[src/rtl/aes_round_sequencer.sv]
// Iterative AES round controller: owns the 128-bit cipher state, sequences the
// initial key add plus NR rounds through an external combinational round datapath.
module aes_round_sequencer #(
  parameter int NR      = 10,
  parameter bit ENC_DEC = 1'b0
) (
  input  logic         clk,
  input  logic         rst_n,
  input  logic         in_valid,
  output logic         in_ready,
  input  logic [127:0] in_data,
  output logic         out_valid,
  input  logic         out_ready,
  output logic [127:0] out_data,
  output logic [3:0]   rk_idx,
  input  logic         rk_valid,
  input  logic [127:0] rk,
  output logic [127:0] rd_state,
  output logic         rd_last,
  input  logic [127:0] rd_result,
  output logic [3:0]   round
);

  localparam logic [3:0] NR_L = 4'(NR);

  if (!(NR == 10 || NR == 12 || NR == 14)) begin : g_bad_nr
    $error("aes_round_sequencer: NR must be 10, 12 or 14");
  end

  typedef enum logic [1:0] {
    S_IDLE  = 2'd0,
    S_INIT  = 2'd1,
    S_ROUND = 2'd2,
    S_DONE  = 2'd3
  } state_t;

  state_t       state_r, state_s;
  logic [127:0] data_r, data_s;
  logic [3:0]   round_r, round_s;
  logic         out_valid_r, out_valid_s;
  logic [3:0]   rk_idx_s;

  // State register; data_r holds the captured block until INIT, then the cipher state.
  always_ff @(posedge clk) begin
    if (!rst_n) begin
      state_r     <= S_IDLE;
      data_r      <= 128'd0;
      round_r     <= 4'd0;
      out_valid_r <= 1'b0;
    end else begin
      state_r     <= state_s;
      data_r      <= data_s;
      round_r     <= round_s;
      out_valid_r <= out_valid_s;
    end
  end

  // Next-state logic: every key-consuming step waits on rk_valid, so a stall freezes everything.
  always_comb begin
    state_s     = state_r;
    data_s      = data_r;
    round_s     = round_r;
    out_valid_s = out_valid_r;
    case (state_r)
      S_IDLE: begin
        if (in_valid) begin
          data_s  = in_data;
          state_s = S_INIT;
        end else begin
          state_s = S_IDLE;
        end
      end
      S_INIT: begin
        if (rk_valid) begin
          data_s  = data_r ^ rk;
          round_s = 4'd1;
          state_s = S_ROUND;
        end else begin
          state_s = S_INIT;
        end
      end
      S_ROUND: begin
        if (rk_valid) begin
          data_s = rd_result;
          if (round_r == NR_L) begin
            state_s     = S_DONE;
            out_valid_s = 1'b1;
          end else begin
            round_s = round_r + 4'd1;
          end
        end else begin
          state_s = S_ROUND;
        end
      end
      S_DONE: begin
        if (out_ready) begin
          out_valid_s = 1'b0;
          round_s     = 4'd0;
          state_s     = S_IDLE;
        end else begin
          state_s = S_DONE;
        end
      end
      default: begin
        state_s     = S_IDLE;
        round_s     = 4'd0;
        out_valid_s = 1'b0;
      end
    endcase
  end

  // Round-key index: decrypt walks the schedule backwards from NR.
  always_comb begin
    rk_idx_s = 4'd0;
    case (state_r)
      S_INIT: begin
        if (ENC_DEC) begin
          rk_idx_s = NR_L;
        end else begin
          rk_idx_s = 4'd0;
        end
      end
      S_ROUND, S_DONE: begin
        if (ENC_DEC) begin
          rk_idx_s = NR_L - round_r;
        end else begin
          rk_idx_s = round_r;
        end
      end
      default: rk_idx_s = 4'd0;
    endcase
  end

  assign in_ready  = (state_r == S_IDLE);
  assign out_valid = out_valid_r;
  assign out_data  = data_r;
  assign rd_state  = data_r;
  assign rd_last   = (state_r == S_ROUND) && (round_r == NR_L);
  assign rk_idx    = rk_idx_s;
  assign round     = round_r;

endmodule

[config.mk]
export PLATFORM = sky130hd
export DESIGN_NAME = aes_round_sequencer
export DESIGN_NICKNAME = d
export VERILOG_FILES = /design/src/rtl/aes_round_sequencer.sv
export SDC_FILE = /design/constraint.sdc
export NUM_CORES = 1
export LEC_CHECK = 0
export CORE_AREA = 2 2 256 258
export CTS_CLUSTER_DIAMETER = 150
export CTS_CLUSTER_SIZE = 20
export DETAILED_ROUTE_END_ITERATION = 8
export DIE_AREA = 0 0 258 260
export SYNTH_ARGS = -nofsm -noshare
export SYNTH_HDL_FRONTEND = slang
export SYNTH_SLANG_ARGS = --single-unit
export TNS_END_PERCENT = 50
[constraint.sdc]
create_clock -name clk -period 1.7 [get_ports clk]
set_input_delay 0.425 -clock clk [delete_from_list [all_inputs] [get_ports clk]]
set_output_delay 0.425 -clock clk [all_outputs]
set_load 0.1 [all_outputs]
==> results of run 1 <==
-- power by group through the flow --
stage / logic [mW] / clock network (mW) / registers [mW]
2_1_floorplan: 4.88 / 0 / 6.57
3_3_place_gp: 11.4 / 0 / 4.55
3_5_place_dp: 11.5 / 0 / 4.57
4_1_cts: 12.2 / 4.25 / 4.51
5_1_grt: 12.8 / 4.39 / 4.56
6_report: 12.3 / 4.08 / 4.50
-- worst paths after layout --
path | start | to | slack, ps | cells after the start
worst max register to register | state_r[0] | out_data[75] | -370 | 11
worst min-delay path | rst_n | out_data[97] | 270 | 2
worst max-delay path | state_r[0] | rk_idx[3] | -380 | 7
worst min register to register | out_data[110] | out_data[110] | 510 | 2
-- cells in the final DEF, fill, tap and decap left out, drive strengths merged, types with 2 or more instances in the layout --
| cell | synthesis | routed |
|---|---|---|
| nand2 | 390 | 390 |
| nand3 | 2 | 2 |
| clkbuf | 63 | 27 |
| bufbuf | 0 | 2 |
| or3 | 2 | 2 |
| inv | 8 | 7 |
| dfxtp | 135 | 135 |
| nor2 | 135 | 135 |
| o221ai | 2 | 2 |
| a31oi | 2 | 2 |
| a311o | 128 | 128 |
| o21ai | 4 | 4 |
| a21boi | 130 | 130 |
| xor2 | 128 | 128 |
| ha | 7 | 7 |
| clkinvlp | 0 | 2 |
| buf | 165 | 414 |
| bufinv | 0 | 3 |
| clkinv | 0 | 3 |
| nor3 | 3 | 3 |
| nor2b | 5 | 5 |
| clkdlybuf4s50 | 0 | 387 |
| o31ai | 2 | 2 |
-- what timing repair did --
item | in CTS | in global routing
pin swaps | 21 | 25
gates resized for setup | 88 | 41
endpoints found under the setup margin | 141 | 146
setup buffers | 29 | 20
gates cloned | 13 | 4
-- cell families after synthesis --
family	count (synthesis)	share of synthesized area
AOI/OAI and AO/OA	273	0.243
adders and majority gates	7	0.00897
buffers and inverters	236	0.144
DFF	135	0.277
xor gates and xnor gates	128	0.115
and+or+nand+nor	541	0.212
-- sequential cells by signal, indices dropped and copies added (netlist names) --
name,count
out_data,128
out_valid,1
round,4
state_r,2
-- per-stage QoR --
step	setup TNS [ps]	util	instances	hold WS, ps
after floorplan	-2350	-	1320	486
after global placement	-45550	0.310	2696	503
after detailed placement	-55260	0.310	2696	510
after CTS	-35900	0.334	2767	220
after global routing	-48080	0.338	2784	228
final	-37580	0.338	2785	269
-- per-layer routing --
layer | track usage | vias to the layer above | share of wire
met5 | 0 | - | 0.00067
met4 | 0.0642 | 6 | 0.034
met3 | 0.0453 | 78 | 0.076
met2 | 0.248 | 513 | 0.50
met1 | 0.157 | 5490 | 0.39
li1 | - | 5521 | -
-- layout make-up --
type / instances / area, µm²
Sequential cell: 135 / 2870
Tap cell: 855 / 1070
Inverter: 8 / 37.5
Antenna cell: 1 / 2.50
Clock inverter: 7 / 115
Fill cell: 6427 / 42400
Timing Repair Buffer: 807 / 11200
Multi-Input combinational cell: 949 / 5870
Clock buffer: 23 / 509
==> flow_metrics.env, run 1 <==
export IMPL_routedWlPerCell_um=18.2
export IMPL_path_clk_slew_ps=60
export IMPL_io_pins=656
export IMPL_ys_async_sr_fraction=0
export IMPL_synth_cell_type_count=32
export IMPL_start_util=0.152
export IMPL_max_freq_mhz=480
export IMPL_min_period_over_period=1.22
export IMPL_via_count=11608
export IMPL_slowest_stage="dfxtp_2"
export IMPL_tightest_slew_ps=423
export IMPL_max_slew_margin_rel=0.717
export IMPL_yosysWarnings=0
export IMPL_powerDensity_mw_per_mm2=963
export IMPL_first_iter_violations=775
export IMPL_fin_crit_ps=2080
export IMPL_synthTopCellsByCount="390 x nand2_1, 135 x dfxtp_1, 135 x nor2_1"
export IMPL_firstDrtPassIters=5
export IMPL_synthFlopType="dfxtp_1"
export IMPL_antenna_found_initial=4
export IMPL_final_layout_size_suffix_gt1_frac=0.317
export IMPL_p_switching_mw=9.65
export IMPL_fin_nets=2314
export IMPL_status="finished, violations left"
export IMPL_syn_nets=1716
export IMPL_skew_ps=24.6
export IMPL_place_ws_ps=-508
export IMPL_swShare=0.462
export IMPL_core_mm2=0.0641
export IMPL_cp_required_ps=1270
export IMPL_cts_hold_buffers=0
export IMPL_cp_data_arrival_time_ps=1660
export IMPL_synth_top_cell_area_share=0.277
export IMPL_area_growth_pct=122
export IMPL_post_dp_hpwl_um=36700
export IMPL_syn_inst=1320
export IMPL_clk_path_buf_depth=2
export IMPL_synth_area_mm2=0.00976
export IMPL_die_w_um=258
export IMPL_internal_power_mw=11.3
export IMPL_htree_levels=4
export IMPL_wl_um=50700
export IMPL_insertion_delay_ps=470
export IMPL_crit_family="buffers and inverters"
export IMPL_design_area_mm2=0.0217
export IMPL_cp_max_fo=5
export IMPL_cts_tree="done"
export IMPL_critPathBufInv=4
export IMPL_p_seq_frac=0.215
export IMPL_critPathKind="register to output pin"
export IMPL_combPwrFrac=0.590
export IMPL_drc_errors=0
export IMPL_grt_pass1_wl_um=72700
export IMPL_setup_viol=139
export IMPL_grt_usage=0.142
export IMPL_syn_area_per_cell_um2=7.40
export IMPL_peakVddDrop_v=0.000606
export IMPL_postRouteAntennaNets=0
export IMPL_slowest_delay_ps=360
export IMPL_avgViaCountPerCell=4.17
export IMPL_place_congestion=0.931
export IMPL_worst_setup_path_end_kind="output pin"
export IMPL_hp_class="input pin to register"
export IMPL_die_y_um=260
export IMPL_crit_chain="buf_6 -> ha_4 -> buf_6 -> nor2_4 -> buf_12 -> nor2b_4 -> buf_12"
export IMPL_rsz0062_at_grt="yes"
export IMPL_synth_edff_count=0
export IMPL_io_buffers=655
export IMPL_synth_area_leaders="dfxtp_1 28%, nand2_1 15%, a311o_1 13%"
export IMPL_row_count=93
export IMPL_grt_pass1_vias=12129
export IMPL_cp_start_kind="register"
export IMPL_power_leakage_nw=8.38
export IMPL_cts_made_buffers=17
export IMPL_gr_total_overflow=0
export IMPL_ys_ff_latch=135
export IMPL_grt_max_degree=69
export IMPL_yosysSeqAreaShare=0.277
export IMPL_clkPwrFrac=0.195
export IMPL_max_cap_violations=0
export IMPL_placed_cell_area_mm2=0.0199
export IMPL_worst_slack_ps=-381
export IMPL_hold_viol=0
export IMPL_slew_violations=0
export IMPL_cts_root_buf="clkbuf_16"
export IMPL_die_area_mm2=0.0671
export IMPL_violations="setup timing"
export IMPL_synthMostInstantiatedCell="nand2_1"
export IMPL_synth_area_leader_cell="dfxtp_1"
export IMPL_power_total_mw=20.9
export IMPL_clock_sinks=135
Power figures use the tool's default switching activity.
==> inputs of run 2 (changes only) <==
==> constraint.sdc (replaced) <==
create_clock -name clk -period 2.6 [get_ports clk]
set_input_delay 0.65 -clock clk [delete_from_list [all_inputs] [get_ports clk]]
set_output_delay 0.65 -clock clk [all_outputs]
set_load 0.1 [all_outputs]
==> flow_metrics.env, run 2 (synthesis gave the netlist of run 1 again) <==
export IMPL_status="finished, final reports clean"
export IMPL_fin_util=0.260
export IMPL_final_layout_size_suffix_gt1_frac=0.196
export IMPL_place_inst=2648
export IMPL_cp_max_fo=11
export IMPL_antenna_found_initial=6
export IMPL_min_period_over_period=0.941
export IMPL_firstDrtPassIters=6
export IMPL_grt_pass1_vias=10937
export IMPL_fin_nets=2208
export IMPL_drc_errors=0
export IMPL_layout_common_cells="390 x nand2_1, 387 x clkdlybuf4s50_1, 296 x buf_4"
export IMPL_peakVddDrop_v=0.000415
export IMPL_row_count=93
export IMPL_path_clk_slew_ps=70
export IMPL_max_slew_margin_rel=0.468
export IMPL_crit_chain="inv_1 -> ha_4 -> nor2_4 -> nor2b_2 -> buf_12"
export IMPL_cts_root_buf="clkbuf_16"
export IMPL_final_common_cell="nand2_1"
export IMPL_tightest_slew_ps=798
export IMPL_die_y_um=260
export IMPL_skew_ps=11.7
export IMPL_r2r_start="state_r[0]"
export IMPL_gr_total_overflow=0
export IMPL_slew_violations=0
export IMPL_grt_max_degree=67
export IMPL_max_cap_violations=0
export IMPL_powerDensity_mw_per_mm2=700
export IMPL_io_buffers=655
export IMPL_cp_data_arrival_time_ps=1800
export IMPL_die_w_um=258
export IMPL_io_pins=656
export IMPL_fin_cells=2680
export IMPL_rsz0062_at_grt="no"
export IMPL_cp_required_ps=1950
export IMPL_slowest_delay_ps=420
export IMPL_holdCritStartpoint="out_data[102]"
export IMPL_hold_viol=0
export IMPL_internal_power_mw=5.74
export IMPL_p_seq_frac=0.228
export IMPL_clkPwrFrac=0.235
export IMPL_setup_viol=0
export IMPL_clk_path_buf_depth=2
export IMPL_post_dp_hpwl_um=33600
export IMPL_crit_family="flip-flops"
export IMPL_die_area_mm2=0.0671
export IMPL_cts_tree="done"
export IMPL_cp_start_kind="register"
export IMPL_critPathKind="register to output pin"
export IMPL_wl_um=42500
export IMPL_postRouteAntennaNets=0
export IMPL_post_cts_setup_buffers=0
export IMPL_worst_setup_path_end_kind="output pin"
export IMPL_grt_usage=0.121
export IMPL_core_mm2=0.0641
export IMPL_power_leakage_nw=6.68
export IMPL_place_congestion=0.954
export IMPL_largest_register_ffs=128
export IMPL_first_iter_violations=675
export IMPL_cts_made_buffers=17
export IMPL_start_util=0.152
export IMPL_insertion_delay_ps=470
export IMPL_max_freq_mhz=409
export IMPL_critPathBufInv=2
export IMPL_area_growth_pct=70.4
export IMPL_fin_crit_ps=2450
export IMPL_p_switching_mw=5.91
export IMPL_combPwrFrac=0.538
export IMPL_slowest_stage="dfxtp_1"
export IMPL_routedWlPerCell_um=15.9
export IMPL_grt_pass1_wl_um=62600
export IMPL_antennaDiodeCount=0
export IMPL_startpoint="state_r[0]"
export IMPL_cts_hold_buffers=0
export IMPL_clock_sinks=135
export IMPL_swShare=0.507
export IMPL_hp_class="register to register"
export IMPL_via_count=11024
export IMPL_htree_levels=4
export IMPL_avgViaCountPerCell=4.11
==> run 2: changes by cell type in the layout (fill, tap and decap cells not counted), sizes merged <==
cell | previous run | this run
clkinvlp | 2 | 3
diode | 1 | 0
bufbuf | 2 | 0
inv | 7 | 10
clkinv | 3 | 4
bufinv | 3 | 4
buf | 414 | 314
clkbuf | 27 | 19
==> run 2: cell type report <==
cell class / instances / area, µm²
Timing Repair Buffer: 701 / 6460
Fill cell: 6945 / 47500
Inverter: 8 / 30.0
Tap cell: 855 / 1070
Sequential cell: 135 / 2700
Multi-Input combinational cell: 949 / 5730
Clock buffer: 19 / 453
Clock inverter: 13 / 195
==> run 2: power groups by stage <==
stage,Combinational (mW),Sequential [mW],Clock [mW]
floorplan,3.16,4.24,0
global placement,6.25,2.69,0
detailed placement,6.28,2.70,0
CTS,6.29,2.66,2.86
global route,6.52,2.69,2.93
finish,6.27,2.65,2.74
==> run 2: repair_timing <==
| item | CTS | global route |
|---|---|---|
| endpoints found under the setup margin | 4 | 0 |
| gates resized for setup | 2 | 0 |
| endpoints found under the hold margin | 0 | 0 |
==> run 2: worst paths after layout <==
| check | to | slack (ps) | depth (start not counted) |
|---|---|---|---|
| max | rk_idx[3] | 150 | 5 |
| min | out_data[102] | 500 | 2 |
| max reg2reg | out_data[29] | 470 | 8 |
| min reg2reg | out_data[102] | 500 | 2 |
==> run 2: worst register-to-register path, stage by stage, from the launching register on <==
cell and delay (ps):
dfxtp_1 420, inv_1 160, ha_4 250, nor2_1 200
o221ai_4 170, buf_12 200, buf_12 230, a311o_1 290
a21boi_1 130
==> run 2: metrics by stage <==
| step | hold slack, ps | instance area [µm²] | worst slack (ps) | TNS (ps) | total power [mW] |
|---|---|---|---|---|---|
| 3_5_place_dp | 499 | 16000 | 209 | 0 | 8.98 |
| 4_1_cts | 507 | 16600 | 77.1 | 0 | 11.8 |
| 3_3_place_gp | 487 | 16000 | 194 | 0 | 8.94 |
| 2_1_floorplan | 475 | 9790 | -48.2 | -134 | 7.40 |
| 5_1_grt | 527 | 16600 | 16.1 | 0 | 12.1 |
| 6_report | 504 | 16600 | 155 | 0 | 11.7 |
==> run 2: routing by layer <==
layer / up-vias / routed length (µm) / track usage
met3: 79 / 3340 / 0.0368
met1: 5167 / 16600 / 0.133
met5: - / 56 / 0
met2: 476 / 20900 / 0.209
li1: 5294 / - / -
met4: 8 / 1560 / 0.0610
